**config.mk**
```make
export PLATFORM = sky130hd
export DESIGN_NAME = instr_prefetch
export DESIGN_NICKNAME = d
export VERILOG_FILES = /design/src/rtl/cpu_pkg.sv /design/src/rtl/ifq_fifo.sv /design/src/rtl/instr_prefetch.sv
export SDC_FILE = /design/constraint.sdc
export NUM_CORES = 1
export LEC_CHECK = 0
export BUFFER_PORTS_ARGS = -buffer_cell sky130_fd_sc_hd__buf_2
export CORE_MARGIN = 8
export CORE_UTILIZATION = 26
export DETAILED_ROUTE_END_ITERATION = 8
export PLACE_DENSITY = 0.41
export SLEW_MARGIN = 5
export SYNTH_ARGS = -nofsm -noshare
export SYNTH_HDL_FRONTEND = slang
export SYNTH_HIERARCHICAL = 1
export SYNTH_SLANG_ARGS = --single-unit
```
**constraint.sdc**
```tcl
create_clock -name clock -period 3.3 [get_ports clock]
set_input_delay 0.33 -clock clock [delete_from_list [all_inputs] [get_ports clock]]
set_output_delay 0.33 -clock clock [all_outputs]
set_load 0.02 [all_outputs]
```
**src/rtl/cpu_pkg.sv**
```systemverilog
// Shared CPU definitions: default widths, reset vector, instruction field layout
// and the register-select codes used by the executor.
package cpu_pkg;

  localparam int AW_DEF = 16;
  localparam int DW_DEF = 16;
  localparam logic [15:0] RESET_PC = 16'h0000;

  localparam int OP_MSB  = 15;
  localparam int OP_LSB  = 11;
  localparam int REG_MSB = 10;
  localparam int REG_LSB = 8;
  localparam int IMM_MSB = 7;
  localparam int IMM_LSB = 0;

  typedef enum logic [2:0] {
    REG_NONE = 3'd0,
    REG_R0   = 3'd1,
    REG_BP   = 3'd2,
    REG_SP   = 3'd3,
    REG_R1   = 3'd4
  } reg_sel_e;

  typedef enum logic {
    FETCH_RUN  = 1'b0,
    FETCH_HOLD = 1'b1
  } fetch_state_e;

  function automatic logic [4:0] instrOpcode(input logic [15:0] instr);
    return instr[OP_MSB:OP_LSB];
  endfunction

endpackage

```
**src/rtl/ifq_fifo.sv**
```systemverilog
// Instruction queue: synchronous FIFO with flush and a registered copy of the
// head entry so the consumer sees a flop output rather than a memory read.
module ifq_fifo
  import cpu_pkg::*;
#(
  parameter int DEPTH = 4,
  parameter int WIDTH = 32,
  localparam int PW = $clog2(DEPTH),
  localparam int CW = $clog2(DEPTH + 1)
) (
  input  logic             clock,
  input  logic             reset,
  input  logic             push_i,
  input  logic             pop_i,
  input  logic             flush_i,
  input  logic [WIDTH-1:0] wdata_i,
  output logic [WIDTH-1:0] head_o,
  output logic [CW-1:0]    count_o
);

  localparam logic [PW-1:0] PTR_MASK = PW'(DEPTH - 1);

  logic [WIDTH-1:0] mem [DEPTH];
  logic [PW-1:0]    wrPtr_q, wrPtr_d;
  logic [PW-1:0]    rdPtr_q, rdPtr_d;
  logic [CW-1:0]    count_q, count_d;
  logic [WIDTH-1:0] head_q, head_d;
  logic [PW-1:0]    rdNext;
  logic             doPop;

  always_comb begin
    doPop   = pop_i && (count_q != '0);
    rdNext  = (rdPtr_q + PW'(1)) & PTR_MASK;
    wrPtr_d = wrPtr_q;
    rdPtr_d = rdPtr_q;
    count_d = count_q;
    head_d  = head_q;
    if (flush_i) begin
      wrPtr_d = '0;
      rdPtr_d = '0;
      count_d = '0;
      head_d  = '0;
    end else begin
      if (push_i) wrPtr_d = (wrPtr_q + PW'(1)) & PTR_MASK;
      if (doPop)  rdPtr_d = rdNext;
      count_d = count_q + CW'(push_i) - CW'(doPop);
      // Head reloads from the next stored entry, or straight from the write
      // port when that entry is being written on this same edge.
      if (doPop) begin
        if (count_q >= CW'(2)) head_d = mem[rdNext];
        else if (push_i)       head_d = wdata_i;
      end else if (push_i && (count_q == '0)) begin
        head_d = wdata_i;
      end
    end
  end

  always_ff @(posedge clock) begin
    if (push_i && !flush_i) mem[wrPtr_q] <= wdata_i;
  end

  always_ff @(posedge clock or negedge reset) begin
    if (!reset) begin
      wrPtr_q <= '0;
      rdPtr_q <= '0;
      count_q <= '0;
      head_q  <= '0;
    end else begin
      wrPtr_q <= wrPtr_d;
      rdPtr_q <= rdPtr_d;
      count_q <= count_d;
      head_q  <= head_d;
    end
  end

  assign head_o  = head_q;
  assign count_o = count_q;

endmodule

```
**src/rtl/instr_prefetch.sv**
```systemverilog
// Instruction prefetch: streams sequential ROM words into a small queue tagged
// with their PC, throttled by queue credit, and flushed by redirects.
module instr_prefetch
  import cpu_pkg::*;
#(
  parameter int DEPTH = 4,
  parameter int AW    = AW_DEF,
  parameter int DW    = DW_DEF,
  localparam int CW   = $clog2(DEPTH + 1)
) (
  input  logic          clock,
  input  logic          reset,
  output logic [AW-1:0] rom_addr,
  input  logic [DW-1:0] rom_q,
  output logic          ins_valid,
  output logic [DW-1:0] ins_data,
  output logic [AW-1:0] ins_pc,
  input  logic          ins_ready,
  input  logic          redirect,
  input  logic [AW-1:0] redirect_pc,
  output logic [CW-1:0] o_count,
  output logic [AW-1:0] o_fetch_pc
);

  localparam logic [CW:0] DEPTH_V = (CW + 1)'(DEPTH);

  fetch_state_e  state_q, state_d;
  logic [AW-1:0] fetchPc_q, fetchPc_d;
  logic          inflight_q, inflight_d;
  logic [AW-1:0] inflightPc_q, inflightPc_d;
  logic [AW-1:0] issuePc;
  logic          issue;
  logic          pop;
  logic          creditOk;
  logic [CW:0]   occAfter;
  logic [CW-1:0] count;
  logic [DW+AW-1:0] head;

  // Credit counts the word already in flight, so a capture can never land
  // on a full queue.
  always_comb begin
    pop          = ins_valid && ins_ready;
    occAfter     = (CW + 1)'(count) + (CW + 1)'(inflight_q) - (CW + 1)'(pop);
    creditOk     = occAfter < DEPTH_V;
    state_d      = state_q;
    issue        = 1'b0;
    issuePc      = fetchPc_q;
    fetchPc_d    = fetchPc_q;
    inflight_d   = 1'b0;
    inflightPc_d = inflightPc_q;
    if (redirect) begin
      issue   = 1'b1;
      issuePc = redirect_pc;
      state_d = FETCH_RUN;
    end else begin
      case (state_q)
        FETCH_RUN: begin
          if (creditOk) issue = 1'b1;
          else          state_d = FETCH_HOLD;
        end
        FETCH_HOLD: begin
          if (pop && creditOk) begin
            issue   = 1'b1;
            state_d = FETCH_RUN;
          end
        end
        default: state_d = FETCH_RUN;
      endcase
    end
    if (issue) begin
      fetchPc_d    = issuePc + AW'(1);
      inflight_d   = 1'b1;
      inflightPc_d = issuePc;
    end
  end

  always_ff @(posedge clock or negedge reset) begin
    if (!reset) begin
      state_q      <= FETCH_RUN;
      fetchPc_q    <= AW'(RESET_PC);
      inflight_q   <= 1'b0;
      inflightPc_q <= '0;
    end else begin
      state_q      <= state_d;
      fetchPc_q    <= fetchPc_d;
      inflight_q   <= inflight_d;
      inflightPc_q <= inflightPc_d;
    end
  end

  ifq_fifo #(
    .DEPTH(DEPTH),
    .WIDTH(DW + AW)
  ) u_fifo (
    .clock  (clock),
    .reset  (reset),
    .push_i (inflight_q && !redirect),
    .pop_i  (pop && !redirect),
    .flush_i(redirect),
    .wdata_i({rom_q, inflightPc_q}),
    .head_o (head),
    .count_o(count)
  );

  assign rom_addr   = issuePc;
  assign ins_valid  = (count != '0);
  assign ins_data   = head[DW+AW-1:AW];
  assign ins_pc     = head[AW-1:0];
  assign o_count    = count;
  assign o_fetch_pc = fetchPc_q;

endmodule
```
# Yosys cells after proc, flatten, opt, wreduce, memory -nomap -nowiden
# Memories as Yosys holds them, arrays and structs flattened.
# Cells that the tools add are included.
# classes
n_eq_ne,1
reduce_logical,14
order_cmp,2
n_addsub,7
bitwise_logic,1
n_mux,22
# op_table
cell,n
32-bit two-way mux,5
"16-bit by 1-bit adder with 16-bit output, second input constant",1
16-bit two-way mux,1
1-bit two-way mux,9
2-bit two-way mux,4
1-bit logical AND,7
3-bit nonzero test,2
"2-bit by 1-bit adder with 2-bit output, second input constant",2
3-bit by 1-bit adder with 4-bit output,1
"4-bit by 3-bit < comparator with 1-bit output, second input constant",1
"4-bit by 3-bit inequality test with 1-bit output, second input constant",1
1-bit case mux with 2 select lines,2
2-bit nonzero test,2
4-bit by 1-bit subtractor with 4-bit output,1
3-bit by 1-bit adder with 3-bit output,1
"3-bit by 2-bit greater-or-equal comparator with 1-bit output, second input constant",1
3-bit zero test,1
3-bit two-way mux,1
3-bit by 1-bit subtractor with 3-bit output,1
2-bit AND reduction,1
1-bit zero test,1
1-bit NOT,1
# word_totals
wordCells,56
regBits,73
output_inout_bits,68
mem_count,1
input_bits,36
ram_bits,128
# memory_table
name,words,width,rd,rd_clocked_by_memory_dff,write_ports,line,source
u_fifo.mem,4,32,1,0,1,ifq_fifo.sv:23,logic [WIDTH-1:0] mem [DEPTH];

# Logic depth before layout (Yosys ltp)
# logic_depth
depth_word,9
mapped_depth,11
mapped_depth_nobuf,9

# By module
# The synthesis kept the hierarchy.
# by_module_without_submodules
mod,area_per_inst_um2,cells_per_inst,instances,seq_area_each_um2
ifq_fifo,6909.1,368,1,4819.6
instr_prefetch,2052.0,174,1,850.8

# Worst setup path before layout
# Ideal clock, no wire load.
# synth_timing
path_type,register to register
startpoint,"register u_fifo.count_q[2], in the netlist u_fifo/count_o[2]"
endpoint,register inflightPc_q[12]
t_arrival_ns,2.682
setup_time_ns,0.125
path_slack_ns,0.493
synth_period_minus_slack_ns,2.807
t_required_ns,3.175
path_stages_with_launch,11
n_path_buf,1
path_cell_list,dfrtp_1 o31a_1 ha_1 inv_1 ha_1 and3b_1 o221a_2 or3_1 inv_2 buf_6 mux2_4
# synth_between
elab_chain_cells,8
word_cells_on_any_way,10
classes_between,2 x add/sub; 1 x order compare; 4 x mux; 3 x reduce/logical
# synth_lines
item,line,source
from (decl),ifq_fifo.sv:26,"logic [CW-1:0] count_q, count_d;"
from (signal assigned),ifq_fifo.sv:71,count_q <= count_d;
"parallel branches: the longest is 6 deep, another holds 3-bit by 1-bit adder with 4-bit output",--,
1-bit case mux with 2 select lines *,instr_prefetch.sv:56,case (state_q)
1-bit two-way mux *,instr_prefetch.sv:51,if (redirect) begin
to (signal assigned),instr_prefetch.sv:87,inflightPc_q <= inflightPc_d;
to (decl),instr_prefetch.sv:30,"logic [AW-1:0] inflightPc_q, inflightPc_d;"
# Mark *: on every way between the ends.
# A chain may end at the register's enable or synchronous reset.

# Worst setup path after layout
# layout_timing
startpoint,"register u_fifo.count_q[2], in the netlist u_fifo/count_o[2]"
endpoint,register inflightPc_q[3]
# The elaborated chain is that of the path after synthesis.

==> run_results.csv <==
group,metric,value,unit
run_status,outcome,"finished with violations",
run_status,failing_checks,"hold timing",
clock_tree,cts_resized,0,
clock_tree,tritoncts_clock_tree,"done",
global_route,grt_util_met2,0.185,
floorplan,die_width,202,um
floorplan,die_area,0.0407,mm^2
routing,detail_route.wirelength,23700,um
placed_design,hpwlAfterDp,14700,um
synthesis,synth_seq_area_share,0.633,
synthesis,synthesized_area_divided_by_synthesized_cell_count,16.5,um^2
sta,timing_hold_violations_final,1,
worst_setup_path,path_delay_family,"compound AO/OA/AOI/OAI gates",
clock_tree,cts_setup_buffers,0,
floorplan,core_area,0.0342,mm^2
sta,relSlewSlack,0.312,
clock_tree,cts-root-buf,"sky130_fd_sc_hd__clkbuf_16",
global_route,grt_util_met1,0.158,
synthesis,synth_edf_count,128,
final_layout,postLayoutCoreUtil,0.313,
power,power_density,850,mW/mm^2
power,irDropWorstVdd,427,uV
worst_setup_path,timing.critical_path.fanout_max,17,
routing,viasPerCell,4.87,
synthesis,syn_nets,589,
placed_design,globalplace.congestion,0.761,
floorplan,fp-row-count,68,
placed_design,total_cell_area_at_the_placement_stage,0.00995,mm^2
routing,per_cell_routed_wire_length,21.0,um
worst_setup_path,timing.reg2reg.setup_slack,0.32,ns
floorplan,ioPinCount,104,
global_route,globalRoute.busiestLayer,"met2",
sta,min_tclk_post_route,2.98,ns
worst_setup_path,cp_num_cells,10,
worst_setup_path,timing.critical_path.mode_cell,"sky130_fd_sc_hd__ha_1",
synthesis,synthesis.area,0.00896,mm^2
sta,holdWs,-0.00101,ns
global_route,largest_net_degree_at_the_start_of_global_routing,74,
flow_run,max_cap_viol_count,0,
sta,finalMaxSlewViolations,0,
worst_setup_path,cell_with_the_largest_stage_delay_on_the_worst_path,"sky130_fd_sc_hd__dfrtp_1",
worst_setup_path,critical_path_buf_inv_count,3,
worst_setup_path,worst-endpoint-required,3.67,ns
sta,clock-skew-final,0.0135,ns
routing,drt_first_iter_violations,178,
final_layout,drive_above_1_share,0.356,
worst_setup_path,critPathCaptureType,"flip-flop",
worst_hold_path,timing.hold.worst.class,"primary input to async pin",
sta,final-setup-viol-count,0,
clock_tree,cts.sinks,201,
final_layout,antenna-diode-count,0,
floorplan,floorplan.initialDensity,0.262,
worst_setup_path,critical_path.max_stage_delay,0.38,ns
routing,drtAntennaViolNets,0,
global_route,number_of_antenna_violations_at_the_first_check_in_global_routing,0,
routing,dr_total_vias,5491,
worst_setup_path,worst_r2r_path_depth,10,
routing,drc,0,
global_route,vias_in_the_first_global_route,6217,
clock_tree,htreeDepth,1,
synthesis,synthCells,542,
worst_setup_path,setup.worst_path.class,"flip-flop to flip-flop",
final_layout,area.growth.synth_to_final,19.5,%
clock_tree,cts.clk_slew.worst_paths,0.06,ns
sta,setup_tns,0,ns
sta,period_share,0.903,
synthesis,synthFlopType,"sky130_fd_sc_hd__edfxtp_1",
synthesis,asyncSetResetFlopFracSynth,0.363,
synthesis,synthesis.yosys.warnings,6,
final_layout,design.final.nets,701,
power,cellLeakagePower,4.06,nW
clock_tree,cts_inserted_buffers,24,
clock_tree,worst_skew_pair_later_pin_latency,0.50,ns
global_route,globalRouteOverflowTotal,0,
global_route,grt_first_pass_wirelength,37200,um
floorplan,die_outline_height,202,um
worst_setup_path,timing.critical_path.arrival,3.35,ns
placed_design,io_buffers,103,
global_route,globalRouteTotalUtil,0.115,
worst_setup_path,crit_path_cell_trace,"o31a_1 -> ha_1 -> inv_1 -> ha_1 -> and3b_1 -> o221a_2 -> or3_1 -> inv_2 -> buf_12 -> mux2_1",
clock_tree,ctsLongestPathBuffers,3,
synthesis,synth_cell_types,59,
global_route,globalRouteMet3Util,0.0220,
clock_tree,cts.hold.buffers_added,0,
synthesis,ys_ff_latch,201,
final_layout,postLayoutCellArea,0.0107,mm^2
sta,grt_setup_unrepaired,"no",
worst_setup_path,worstSetupStartpointType,"flip-flop",
sta,maximum_achievable_frequency,335,MHz
sta,timing_worst_slew_pin_value,1.03,ns
routing,firstDrtPassIters,4,
cells in the final DEF (no fill, tap or decap), types with 12 or more instances in the layout:
| cell | n |
|---|---|
| sky130_fd_sc_hd__o31ai_1 | 19 |
| sky130_fd_sc_hd__mux4_2 | 32 |
| sky130_fd_sc_hd__and4_1 | 33 |
| sky130_fd_sc_hd__edfxtp_1 | 128 |
| sky130_fd_sc_hd__o2bb2ai_1 | 32 |
| sky130_fd_sc_hd__mux2_2 | 16 |
| sky130_fd_sc_hd__dfrtp_1 | 72 |
| sky130_fd_sc_hd__a31oi_1 | 36 |
| sky130_fd_sc_hd__buf_4 | 24 |
| sky130_fd_sc_hd__inv_1 | 12 |
| sky130_fd_sc_hd__buf_2 | 102 |
| sky130_fd_sc_hd__clkbuf_16 | 25 |
registers in the layout (all words and copies together), names as in the netlist:
name,count
o_fetch_pc,16
state_q,1
u_fifo/wrPtr_q,2
inflight_q,1
u_fifo/mem,128
u_fifo/rdPtr_q,2
u_fifo/count_o,3
u_fifo/head_o,32
inflightPc_q,16
path summary, 6_finish.rpt:
check                                                      to                          start
worst min-delay path                o_fetch_pc[1]$_DFFE_PN0P_                          reset
max in group asynchronous       u_fifo/rdPtr_q[1]$_DFFE_PN0P_                          reset
worst max register to register    inflightPc_q[3]$_DFFE_PN0P_    u_fifo/count_o[2]$_DFF_PN0_
worst max-delay path              inflightPc_q[3]$_DFFE_PN0P_    u_fifo/count_o[2]$_DFF_PN0_
worst min register to register  u_fifo/head_o[19]$_DFFE_PN0P_  u_fifo/head_o[19]$_DFFE_PN0P_
min in group clock                u_fifo/mem[3][18]$_DFFE_PP_                       rom_q[2]
routing by layer:
layer / vias up / part of all wire
met5: - / 0
met4: 0 / 0.021
met3: 35 / 0.053
met2: 178 / 0.46
met1: 2840 / 0.47
li1: 2438 / -
power by group:
| group | leakage (nW) | internal [W] | total, W | switching (W) |
|---|---|---|---|---|
| logic | 1.61 | 0.00108 | 0.00284 | 0.00176 |
| registers | 2.07 | 0.00330 | 0.00374 | 0.000434 |
| clock network | 0.380 | 0.00153 | 0.00253 | 0.00100 |
| total | 4.06 | 0.00591 | 0.00911 | 0.00320 |
stage by stage:
stage / power (W) / cells / worst slack, ns
floorplan: 0.00559 / 542 / 0.493
global placement: 0.00660 / 1083 / 0.380
detailed placement: 0.00666 / 1083 / 0.334
CTS: 0.00924 / 1127 / 0.303
global route: 0.00961 / 1127 / 0.129
finish: 0.00911 / 1127 / 0.319
kinds of logic (layout without fill, tap and decap cells):
kind of cell | after synthesis | after routing | share of synthesized area
AO/OA/AOI/OAI | 110 | 110 | 0.0980
XOR/XNOR | 9 | 9 | 0.00880
adder cells (fa/ha/maj) | 11 | 11 | 0.0162
buffers and inverters | 56 | 186 | 0.0410
flip-flops | 201 | 201 | 0.633
multiplexers | 72 | 72 | 0.134
AND/OR/NAND/NOR | 83 | 83 | 0.0687
synth_stat cells (10+ instances only):
master | number | share of area
sky130_fd_sc_hd__nor2_1 | 10 | 0.0042
sky130_fd_sc_hd__mux2_2 | 16 | 0.020
sky130_fd_sc_hd__clkbuf_1 | 10 | 0.0042
sky130_fd_sc_hd__ha_1 | 10 | 0.014
sky130_fd_sc_hd__o31ai_1 | 19 | 0.016
sky130_fd_sc_hd__and4_1 | 33 | 0.032
sky130_fd_sc_hd__mux2_1 | 11 | 0.014
sky130_fd_sc_hd__a31oi_1 | 36 | 0.025
sky130_fd_sc_hd__buf_6 | 10 | 0.013
sky130_fd_sc_hd__o2bb2ai_1 | 32 | 0.031
sky130_fd_sc_hd__mux2_4 | 10 | 0.017
sky130_fd_sc_hd__inv_1 | 12 | 0.0050
sky130_fd_sc_hd__edfxtp_1 | 128 | 0.43
sky130_fd_sc_hd__mux4_2 | 32 | 0.080
sky130_fd_sc_hd__dfrtp_1 | 73 | 0.20
sky130_fd_sc_hd__buf_2 | 15 | 0.0084
final cells by class:
cell class	instances	area, um^2
repair buffers	128	731
flip-flops and latches	201	5670
clock buffers	34	689
multi-input cells	285	2920
inverters	14	52.6
well taps	455	569
fillers	3398	23500
clock inverters	10	75.1
No activity file was read; power rests on OpenSTA's default activity.
